### config.mk
export PLATFORM = sky130hd
export DESIGN_NAME = mem_arbiter
export DESIGN_NICKNAME = d
export VERILOG_FILES = /design/src/rtl/mem_arb_pkg.sv /design/src/rtl/mem_arbiter_rr_arb2.sv /design/src/rtl/mem_arbiter.sv
export SDC_FILE = /design/constraint.sdc
export NUM_CORES = 1
export LEC_CHECK = 0
export ABC_AREA = 1
export CAP_MARGIN = 20
export CELL_PAD_IN_SITES_DETAIL_PLACEMENT = 1
export CELL_PAD_IN_SITES_GLOBAL_PLACEMENT = 2
export CORE_MARGIN = 1.5
export CORE_UTILIZATION = 25
export DETAILED_ROUTE_END_ITERATION = 16
export GPL_TIMING_DRIVEN = 0
export PLACE_DENSITY_LB_ADDON = 0.2
export REMOVE_ABC_BUFFERS = 1
export SLEW_MARGIN = 10
export SYNTH_ARGS = -nofsm -noshare
export SYNTH_HDL_FRONTEND = slang
export SYNTH_SLANG_ARGS = --single-unit
### constraint.sdc
create_clock -name clk -period 2.5 [get_ports clk]
set_clock_uncertainty 0.1 [all_clocks]
set_input_delay 0.25 -clock clk [delete_from_list [all_inputs] [get_ports clk]]
set_output_delay 0.25 -clock clk [all_outputs]
set_load 0.05 [all_outputs]
### src/rtl/mem_arb_pkg.sv
// Shared types and constants for the register-file arbiter.
// The MEM_ARB_FIXED_PRIO_EN macro is consumed by rr_arb2, not by this package.
package mem_arb_pkg;

  localparam int unsigned DEF_ADDR_W = 8;
  localparam int unsigned DEF_DATA_W = 8;

  localparam logic PORT_FETCH = 1'b0;
  localparam logic PORT_LS    = 1'b1;

  typedef enum logic [1:0] {
    IDLE   = 2'd0,
    ACCESS = 2'd1,
    SETTLE = 2'd2
  } state_t;

endpackage

### src/rtl/mem_arbiter_rr_arb2.sv
// Two-way grant logic with last_grant round-robin state.
// With MEM_ARB_FIXED_PRIO_EN defined it reduces to fixed priority (port 1 wins).
module rr_arb2
  import mem_arb_pkg::*;
(
  input  logic       clk,
  input  logic       reset_n,
  input  logic [1:0] req,
  input  logic       update,
  output logic [1:0] gnt
);

`ifdef MEM_ARB_FIXED_PRIO_EN
  logic unused_arb;
  assign unused_arb = ^{clk, reset_n, update};

  always_comb begin
    gnt = '0;
    if (req[PORT_LS])         gnt[PORT_LS]    = 1'b1;
    else if (req[PORT_FETCH]) gnt[PORT_FETCH] = 1'b1;
  end
`else
  // last_grant = index of the port granted most recently; reset favours port 0.
  logic last_grant;

  always_comb begin
    gnt = '0;
    case (req)
      2'b01:   gnt = 2'b01;
      2'b10:   gnt = 2'b10;
      2'b11:   gnt = last_grant ? 2'b01 : 2'b10;
      default: gnt = '0;
    endcase
  end

  always_ff @(posedge clk or negedge reset_n) begin
    if (!reset_n)              last_grant <= 1'b1;
    else if (update && |gnt)   last_grant <= gnt[PORT_LS];
  end
`endif

endmodule

### src/rtl/mem_arbiter.sv
// Two-port arbiter/sequencer for the single-port register file (IDLE/ACCESS/SETTLE).
// Define MEM_ARB_FIXED_PRIO_EN for fixed priority to the load/store port.
module mem_arbiter
  import mem_arb_pkg::*;
#(
  parameter int unsigned ADDR_W = DEF_ADDR_W,
  parameter int unsigned DATA_W = DEF_DATA_W
) (
  input  logic              clk,
  input  logic              reset_n,
  input  logic              req0_valid,
  input  logic              req0_we,
  input  logic [ADDR_W-1:0] req0_addr,
  input  logic [DATA_W-1:0] req0_wdata,
  output logic              req0_ready,
  input  logic              req1_valid,
  input  logic              req1_we,
  input  logic [ADDR_W-1:0] req1_addr,
  input  logic [DATA_W-1:0] req1_wdata,
  output logic              req1_ready,
  output logic              rsp0_valid,
  output logic [DATA_W-1:0] rsp0_rdata,
  output logic              rsp1_valid,
  output logic [DATA_W-1:0] rsp1_rdata,
  output logic              mem_wr,
  output logic              mem_rd,
  output logic [ADDR_W-1:0] mem_address,
  output logic [DATA_W-1:0] mem_in_data,
  input  logic [DATA_W-1:0] mem_out_data
);

  state_t            state;
  logic              lat_we;
  logic              lat_port;
  logic              idle;
  logic [1:0]        gnt;
  logic [1:0]        hs;
  logic              sel_port;
  logic              sel_we;
  logic [ADDR_W-1:0] sel_addr;
  logic [DATA_W-1:0] sel_wdata;

  assign idle = (state == IDLE);

  rr_arb2 u_arb (
    .clk     (clk),
    .reset_n (reset_n),
    .req     ({req1_valid, req0_valid}),
    .update  (|hs),
    .gnt     (gnt)
  );

  assign req0_ready = idle & gnt[PORT_FETCH];
  assign req1_ready = idle & gnt[PORT_LS];
  assign hs         = {req1_valid & req1_ready, req0_valid & req0_ready};

  assign sel_port  = hs[PORT_LS];
  assign sel_we    = sel_port ? req1_we    : req0_we;
  assign sel_addr  = sel_port ? req1_addr  : req0_addr;
  assign sel_wdata = sel_port ? req1_wdata : req0_wdata;

  // mem_address/mem_in_data double as the latched request fields, so they hold between accesses.
  always_ff @(posedge clk or negedge reset_n) begin
    if (!reset_n) begin
      state       <= IDLE;
      lat_we      <= 1'b0;
      lat_port    <= PORT_FETCH;
      mem_wr      <= 1'b0;
      mem_rd      <= 1'b0;
      mem_address <= '0;
      mem_in_data <= '0;
      rsp0_valid  <= 1'b0;
      rsp1_valid  <= 1'b0;
      rsp0_rdata  <= '0;
      rsp1_rdata  <= '0;
    end else begin
      rsp0_valid <= 1'b0;
      rsp1_valid <= 1'b0;
      case (state)
        IDLE: begin
          if (|hs) begin
            state       <= ACCESS;
            lat_we      <= sel_we;
            lat_port    <= sel_port;
            mem_address <= sel_addr;
            if (sel_we) mem_in_data <= sel_wdata;
            mem_wr      <= sel_we;
            mem_rd      <= ~sel_we;
          end
        end
        ACCESS: begin
          mem_wr <= 1'b0;
          mem_rd <= 1'b0;
          if (lat_we) begin
            state <= SETTLE;
          end else begin
            state <= IDLE;
            if (lat_port == PORT_LS) begin
              rsp1_valid <= 1'b1;
              rsp1_rdata <= mem_out_data;
            end else begin
              rsp0_valid <= 1'b1;
              rsp0_rdata <= mem_out_data;
            end
          end
        end
        SETTLE:  state <= IDLE;
        default: state <= IDLE;
      endcase
    end
  end

endmodule

Word-level counts from Yosys, hierarchy flattened
Cells that the tools add are included.
- register bits after elaboration: 41
- input bits: 46
- output and inout bits: 38
- logic and storage cells: 52
- equality and inequality tests: 5
- reduce and logical (&&, ||, !) cells: 10
- bitwise logic cells: 7
- multiplexer cells: 18
- operators by type and width (operator ; count):
    $mux 8 ; 2
    $mux 1 ; 9
    $reduce_and 3->1 ; 3
    $mux 2 ; 3
    $pmux 2 s3 ; 1
    $and 1x1->1 ; 4
    $eq 2x1->1 const B ; 2
    $eq 2x2->1 const B ; 2
    $pmux 1 s2 ; 2
    $pmux 2 s2 ; 1
    $reduce_and 2->1 ; 2
    $reduce_or 2->1 ; 2
    $not 1->1 ; 3
    $logic_not 2->1 ; 1
    $ne 2x1->1 const B ; 1
    $reduce_bool 2->1 ; 1
    $logic_and 1x1->1 ; 1

Depth between registers and ports, before layout
Gate-level depths: netlist of the first run.
- depth after elaboration: 8
- mapped depth: 7
- gate-level depth less buffers: 6

Hierarchy
A second synthesis of the first run with hierarchy kept.
- cell total of the unflattened synthesis: 224
- area, all modules: 1866.8 sq um
- modules (own cells, without submodules) (module ; instances ; cells an instance ; area each (sq um)):
    mem_arbiter ; 1 ; 215 ; 1800.5
    rr_arb2 ; 1 ; 9 ; 66.3

Least setup slack after synthesis of the first run
No wires, ideal clock.
- path type: flip-flop to output port
- start point: register u_arb.last_grant
- end point: output req0_ready
- stages on the path, launching flop included: 3
- buffers on the path: 0
- slack: 448 ps
- arrival time: 1702 ps
- cells stage by stage: dfstp_2 inv_1 a211oi_1
- longest elaborated chain between the ends: 3
- RTL lines (element ; line ; text):
    start, declared ; mem_arbiter_rr_arb2.sv:24 ; logic last_grant;
    start signal, assigned ; mem_arbiter_rr_arb2.sv:38 ; else if (update && |gnt) last_grant <= gnt[PORT_LS];
    $mux 2 ; mem_arbiter_rr_arb2.sv:31 ; 2'b11: gnt = last_grant ? 2'b01 : 2'b10;
    $pmux 2 s3 ; mem_arbiter_rr_arb2.sv:28 ; case (req)
    $and 1x1->1 ; mem_arbiter.sv:53 ; assign req0_ready = idle & gnt[PORT_FETCH];
    end, declared ; mem_arbiter.sv:15 ; output logic req0_ready,
No other way between the ends.

Worst setup path after layout of the first run
- start point: register state[1]
- end point: output req1_ready
- longest elaborated chain between the ends: 2
- RTL lines (element ; line ; text):
    start, declared ; mem_arbiter.sv:32 ; state_t state;
    start signal, assigned ; mem_arbiter.sv:65 ; state <= IDLE;
    start signal, assigned ; mem_arbiter.sv:82 ; state <= ACCESS;
    start signal, assigned ; mem_arbiter.sv:95 ; state <= SETTLE;
    $logic_not 2->1 ; mem_arbiter.sv:43 ; assign idle = (state == IDLE);
    $and 1x1->1 ; mem_arbiter.sv:54 ; assign req1_ready = idle & gnt[PORT_LS];
    end, declared ; mem_arbiter.sv:20 ; output logic req1_ready,
No other way between the ends.

==> key figures, run 1 <==
Synth
  – Main synth FF type: dfrtp_1
  – Ys Warns: 0
  – Avg Inst Size Synth: 9.068 um2
  – Cell area after synthesis: 0.001868 mm2
  – Post-synth EDFFs: 0
  – Top cell type's share of synthesized area: between 50% and 60%
  – Share of flip-flops with an asynchronous set or reset after synthesis: 100.0%
  – Number of different library cells in the post-synthesis netlist: 24
  – Leading area contributor after synthesis: dfrtp_1
  – Synth top area cells: dfrtp_1, nand2_1, o21ai_1
  – Sequential area share after synthesis: 54.99%
  – Number of register bits inferred by synthesis: 41
  – Count of mapped cells out of synthesis: 206

Worst setup path
  – Arrival time at the worst endpoint: between 1.5 and 2 ns
  – Category of the critical setup timing path: flip-flop to primary output
  – Flop2flop setup slack: 0.52 ns
  – Max stage delay cell, worst path: dfrtp_1
  – Depth of the worst register-to-register path: 6
  – Count of buffering cells on the critical path with inverters included: 2
  – Ordered list of cells on the worst path: nor2_4, nand3_4, clkinv_1, clkdlybuf4s15_2
  – WP depth: 4
  – Endpoint kind of the worst setup timing path: primary output
  – Destination of the worst register-to-register timing path: mem_in_data[4]
  – Kind of cell with the highest combined delay on the critical path: buffers and inverters
  – Origin of the critical flop-to-flop path: state[1]
  – Launching element of the worst setup path: state[1]
  – Req. time, crit path: 2.15 ns
  – Max incr delay on CP: 0.44 ns
  – Startpoint type of the worst setup path: flip-flop
  – Capture point of the critical path: req1_ready
  – Maximum fanout encountered on the critical timing path: 13

Placed design
  – Cells after DPL: 380
  – # port buffers: 83
  – Dpl hpwl: 3.560 mm
  – GP Congestion: 0.6726

Power
  – Total power density per cell area: 1471 mW/mm2
  – IR drop worst, VDD: around 0.00043 V
  – Leak Pwr: 1.326 nW

Flow run
  – Maximum capacitance violations: 0

GRT
  – Aggregate global routing overflow: 0
  – Pin count of the biggest net entering global routing: 25
  – Global router's overall resource usage: 13.80%
  – Antenna violations before repair: 0
  – Via count of the first global-routing pass: 1,743
  – First-pass GRT wire length: 8.328 mm

Clock network
  – Clock tree from TritonCTS: built
  – Clock insertion delay at the later pin of the skew report: between 0.2 and 0.3 ns
  – Clk Tree Root Cell: clkbuf_8
  – CTS sink cnt: around 40
  – Inserted Clock Buffers: 5
  – Number of H-tree levels: 2
  – Clock slew at reported path FFs: 0.08 ns
  – Clock buffer depth: 2

Routing
  – First-pass DRT Iterations: 4
  – Detailed-route DRC error count: 0
  – Number of vias after detailed routing: 1,686
  – Routed wire length per instance: about 13 um
  – Total length of routed wires: 5.131 mm
  – Initial drt markers: 33
  – Count of nets left with antenna violations after detail routing: 0
  – Via density: 4.334

Final layout
  – Filler-free cell count of the finished design: 389
  – Share of cells above drive strength 1: roughly 11%
  – Count of fill cells added during filler insertion: between 800 and 900
  – Antenna diode count: 0
  – Commonest non-fill, non-tap cell in the layout: clkdlybuf4s50_1
  – Commonest cells after routing, fill and taps aside: clkdlybuf4s50_1, nand2_1, dfrtp_1
  – Layout net count: roughly 340
  – Layout Area Growth over Synthesis: 54.99%

Floorplan
  – Initial core utilization: 25.75%
  – Die X: between 80 and 90 um
  – # IOs: 84
  – DIE HEIGHT: roughly 89 um
  – Floorplan core area: 0.007253 mm2
  – Die area: about 0.008 mm2
  – Standard-cell rows: 31

Timing
  – Number of pins with negative max-slew slack in the final report: 0
  – Final Hold Viols: 0
  – Worst rel slew slack: 52.64%
  – Setup TNS after final layout: 0 ns
  – Tightest hold margin: between 0.3 and 0.4 ns
  – Period utilization: 93.42%
  – Least-Margin Pin Slew: 0.7104 ns
  – FMAX: approximately 430 MHz
  – Unrepaired setup endpoints after global routing: false
  – Final setup viols: 0
  – Minimum clock period: between 2 and 2.5 ns

Outcome
  – Status: complete, no violations

Worst hold path
  – Kind of path behind the tightest hold check: input pin to asynchronous set/reset pin
==> registers in the layout, indices dropped and copies added (netlist names) <==
signal and cells:
rsp1_valid 1, u_arb.last_grant 1, state 2, mem_in_data 8
mem_address 8, lat_we 1, lat_port 1, rsp1_rdata 8
rsp0_valid 1, mem_wr 1, rsp0_rdata 8, mem_rd 1
==> Yosys cell counts (2+ instances only) <==
master   count
nand2_1     62
o21ai_2      9
nand3_2      3
o21ai_0     10
nand3_1      8
buf_4        3
nor2_1       9
buf_6        4
o21ai_1     17
nand2_2      2
inv_1       18
nand4_1     10
dfrtp_1     40
==> metal layers <==
metal	up-vias	wire, um	GRT usage (%)
met1	785	2296	16.61
li1	839	-	-
met3	4	357	4.524
met4	0	42	4.196
met2	58	2434	23.44
met5	-	0	0
==> repair_timing <==
item / CTS / global route
endpoints found under the hold margin: 16 / 0
resized for setup: 6 / 0
buffers inserted: 0 / 0
hold buffers: 1 / 0
setup endpoints to repair: 2 / 0
==> stage by stage <==
step           utilization (%)  area, um2  setup WS, ns  total power [W]
5_1_grt                  39.92       2895       0.02393         0.004553
3_3_place_gp             37.86       2746       -0.7651         0.003741
4_1_cts                  39.92       2895        0.1355         0.004335
2_1_floorplan                -       1792        0.4476         0.002865
6_report                 39.92       2895        0.1646         0.004260
3_5_place_dp             38.07       2761       -0.7217         0.003772
==> cell type report <==
class	instances	area [um2]	share of cell area, %
Clock buffer	5	68.82	2.377
Clock inverter	2	35.03	1.210
Inverter	20	75.07	2.593
Multi-Input combinational cell	137	709.4	24.50
Sequential cell	41	1027	35.48
Tap cell	99	123.9	4.278
Timing Repair Buffer	85	855.8	29.56
==> worst min path at each step <==
stage,from,to,slack [ns]
6_report,reset_n,rsp1_rdata[5],0.34
3_5_place_dp,reset_n,rsp1_rdata[5],0.12
4_1_cts,reset_n,rsp1_rdata[5],0.34
2_1_floorplan,reset_n,lat_port,-0.15
3_3_place_gp,mem_wr,mem_wr,0.36
5_1_grt,reset_n,rsp1_rdata[5],0.38
==> power by group <==
| group | total [W] | leakage [nW] | switching [W] | internal [W] |
|---|---|---|---|---|
| logic | 0.00259 | 0.765 | 0.00177 | 0.000816 |
| clock network | 0.000506 | 0.0540 | 0.000216 | 0.000290 |
| registers | 0.00117 | 0.507 | 0.000176 | 0.000990 |
| total | 0.00426 | 1.33 | 0.00216 | 0.00210 |
==> kinds of logic (layout without fill, tap and decap cells) <==
family | after synthesis | in the layout | synth area share (%)
AND/OR/NAND/NOR | 98 | 99 | 24.18
buffers and inverters | 29 | 112 | 8.103
flip-flops | 41 | 41 | 54.99
AO/OA/AOI/OAI | 38 | 38 | 12.73
No activity file was read; power rests on OpenSTA's default activity.
==> run 2: changes to the inputs <==
--- a/config.mk
+++ b/config.mk
@@ -13,6 +13,7 @@
 export CORE_UTILIZATION = 25
 export DETAILED_ROUTE_END_ITERATION = 16
 export GPL_TIMING_DRIVEN = 0
+export HOLD_SLACK_MARGIN = 0.06
 export PLACE_DENSITY_LB_ADDON = 0.2
 export REMOVE_ABC_BUFFERS = 1
 export SLEW_MARGIN = 10
==> results of run 2 <==
Same layout as run 1: the final DEF is identical, and so are final timing and power.
==> run 3: changes to the inputs <==
==> constraint.sdc (replaced) <==
create_clock -name clk -period 3 [get_ports clk]
set_clock_uncertainty 0.1 [all_clocks]
set_input_delay 0.3 -clock clk [delete_from_list [all_inputs] [get_ports clk]]
set_output_delay 0.3 -clock clk [all_outputs]
set_load 0.05 [all_outputs]
==> run 3 against run 2 <==
Global-route usage decreased by 0.41 points. Critical path depth rose by 1. Sequential cell count is the same. Non-clock buffer count did not move.
==> key figures, run 3 (same netlist as run 1, synthesis figures left out) <==
Timing
  – Worst rel slew slack: 57.24% (+4.6 points)
  – FMAX: 363.3 MHz
  – Final setup viols: 0 (unchanged)
  – Period utilization: 91.76%
  – Least-Margin Pin Slew: 0.6414 ns (-0.06907 ns)
  – Unrepaired setup endpoints after global routing: false
  – Number of pins with negative max-slew slack in the final report: 0 (unchanged)
  – Setup TNS after final layout: 0 ns (unchanged)
  – Tightest hold margin: 0.3835 ns (+0.04606 ns)
  – Minimum clock period: roughly 2.8 ns
  – Final Hold Viols: 0 (unchanged)

Clock network
  – Clock tree from TritonCTS: built
  – Clk Tree Root Cell: clkbuf_8
  – Number of H-tree levels: 2 (unchanged)
  – CTS sink cnt: 41 (unchanged)
  – Clock buffer depth: 2 (unchanged)
  – Clock insertion delay at the later pin of the skew report: 0.28 ns (about the same)
  – Clock slew at reported path FFs: 0.08 ns (about the same)
  – Post-CTS Setup Bufs: 0 (unchanged)
  – Inserted Clock Buffers: 5 (unchanged)

GRT
  – Antenna violations before repair: 0 (unchanged)
  – Pin count of the biggest net entering global routing: 25 (unchanged)
  – First-pass GRT wire length: 8.148 mm (-2.2%)
  – Global router's overall resource usage: 13.39% (-0.41 points)
  – Via count of the first global-routing pass: 1,722 (-1.2%)
  – Aggregate global routing overflow: 0 (unchanged)

Worst setup path
  – Max stage delay cell, worst path: clkdlybuf4s50_1
  – Req. time, crit path: 2.60 ns (+0.45 ns)
  – Startpoint type of the worst setup path: input pin
  – Max incr delay on CP: 0.54 ns (+0.10 ns)
  – Endpoint kind of the worst setup timing path: primary output
  – Flop2flop setup slack: 1.01 ns (+0.49 ns)
  – Arrival time at the worst endpoint: 2.35 ns (+0.36 ns)
  – Maximum fanout encountered on the critical timing path: 21 (+8)
  – Category of the critical setup timing path: input pin to primary output
  – Origin of the critical flop-to-flop path: u_arb.last_grant
  – Launching element of the worst setup path: req0_valid
  – Ordered list of cells on the worst path: clkdlybuf4s50_1, nand2_1, nand3_4, clkinv_1, dlygate4sd2_1
  – Count of buffering cells on the critical path with inverters included: 3 (+1)
  – Kind of cell with the highest combined delay on the critical path: buffers and inverters

Final layout
  – Layout net count: 335 (-0.30%)
  – Commonest non-fill, non-tap cell in the layout: clkdlybuf4s50_1
  – Antenna diode count: 0 (unchanged)
  – Layout Area Growth over Synthesis: 54.19%
  – Commonest cells after routing, fill and taps aside: clkdlybuf4s50_1, nand2_1, dfrtp_1
  – Filler-free cell count of the finished design: 388 (-0.26%)
  – Share of cells above drive strength 1: 10.03% (-1.0 points)
  – Count of fill cells added during filler insertion: 856 (unchanged)
  – Post-layout util: 39.71% (-0.21 points)

Power
  – Leak Pwr: 1.325 nW (about the same)
  – IR drop worst, VDD: 0.0003553 V (-18%)
  – Total Power: 0.003526 W (-17%)
  – Total power density per cell area: 1224 mW/mm2 (-17%)

Routing
  – Number of vias after detailed routing: 1,680 (-0.36%)
  – First-pass DRT Iterations: 4 (unchanged)
  – Total length of routed wires: 5.006 mm (-2.4%)
  – Via density: 4.330 (about the same)
  – Detailed-route DRC error count: 0 (unchanged)
  – Routed wire length per instance: 12.90 um (-2.2%)
  – Initial drt markers: 36 (+9.1%)
  – Count of nets left with antenna violations after detail routing: 0 (unchanged)

Floorplan
  – # IOs: 84 (unchanged)
  – Die X: 89.44 um (unchanged)
  – DIE HEIGHT: 89.44 um (unchanged)
  – Initial core utilization: 25.75% (unchanged)
  – Standard-cell rows: 31 (unchanged)
  – Floorplan core area: 0.007253 mm2 (unchanged)
  – Die area: 0.008000 mm2 (unchanged)

Outcome
  – Status: complete, no violations

Flow run
  – Maximum capacitance violations: 0 (unchanged)

Placed design
  – Cells after DPL: 380 (unchanged)
  – GP Congestion: 0.6726 (unchanged)
  – Dpl hpwl: 3.560 mm (unchanged)
  – # port buffers: 83 (unchanged)

Worst hold path
  – Startpoint of the worst hold path: mem_rd
  – Kind of path behind the tightest hold check: flip-flop to flip-flop
-- run 3: changes by cell type in the layout (fill, tap and decap cells not counted) --
cell,previous run,this run
dlygate4sd2_1,1,2
nand2_2,3,2
nand2_1,61,62
clkdlybuf4s15_2,1,0
nand3_2,3,2
-- run 3: path summary, 6_finish.rpt --
| path | to | depth (start not counted) |
|---|---|---|
| worst max-delay path | req1_ready | 5 |
| min in group asynchronous | rsp1_rdata[5] | 2 |
| max in group asynchronous | mem_in_data[4] | 3 |
| worst min-delay path | mem_rd | 2 |
| worst max register to register | mem_address[7] | 5 |
| worst min register to register | mem_rd | 2 |
-- run 3: worst register-to-register path: stages (launching register included) --
cell      delay (ns)
dfstp_2         0.54
nand2_1         0.29
nand3_4         0.37
clkinv_1        0.31
nor2_1          0.18
o21ai_1         0.10
-- run 3: timing repair --
action                                  in CTS  in global routing
hold endpoints to repair                    16                  0
endpoints found under the setup margin       1                  0
hold buffers                                 1                  0
gates resized for setup                      3                  0
-- run 3: area by class of cell --
class	instances	area (um2)	area share, %
well taps	99	123.9	4.301
repair buffers	85	853.3	29.63
clock inverters	2	35.03	1.216
flip-flops and latches	41	1027	35.66
clock buffers	5	68.82	2.389
inverters	20	75.07	2.606
multi-input cells	136	696.9	24.20
-- run 3: routing by layer --
metal / part of all wire, % / global-route usage (%) / up-vias
met1: 45 / 16.55 / 784
met5: 0 / 0 / -
met3: 7.2 / 4.524 / 4
met2: 47 / 22.08 / 58
li1: - / - / 834
met4: 0.84 / 4.196 / 0
-- run 3: stage by stage --
stage / worst slack (ns) / instance area, um2
2_1_floorplan: 0.8976 / 1792
3_3_place_gp: -0.3651 / 2746
3_5_place_dp: -0.3217 / 2761
4_1_cts: 0.1974 / 2880
5_1_grt: 0.1140 / 2880
6_report: 0.2472 / 2880
-- run 3: report_power, final --
part / switching [W] / internal [W] / total [W]
Combinational: 0.00146 / 0.000673 / 0.00213
Sequential: 0.000146 / 0.000825 / 0.000970
Clock: 0.000179 / 0.000242 / 0.000421
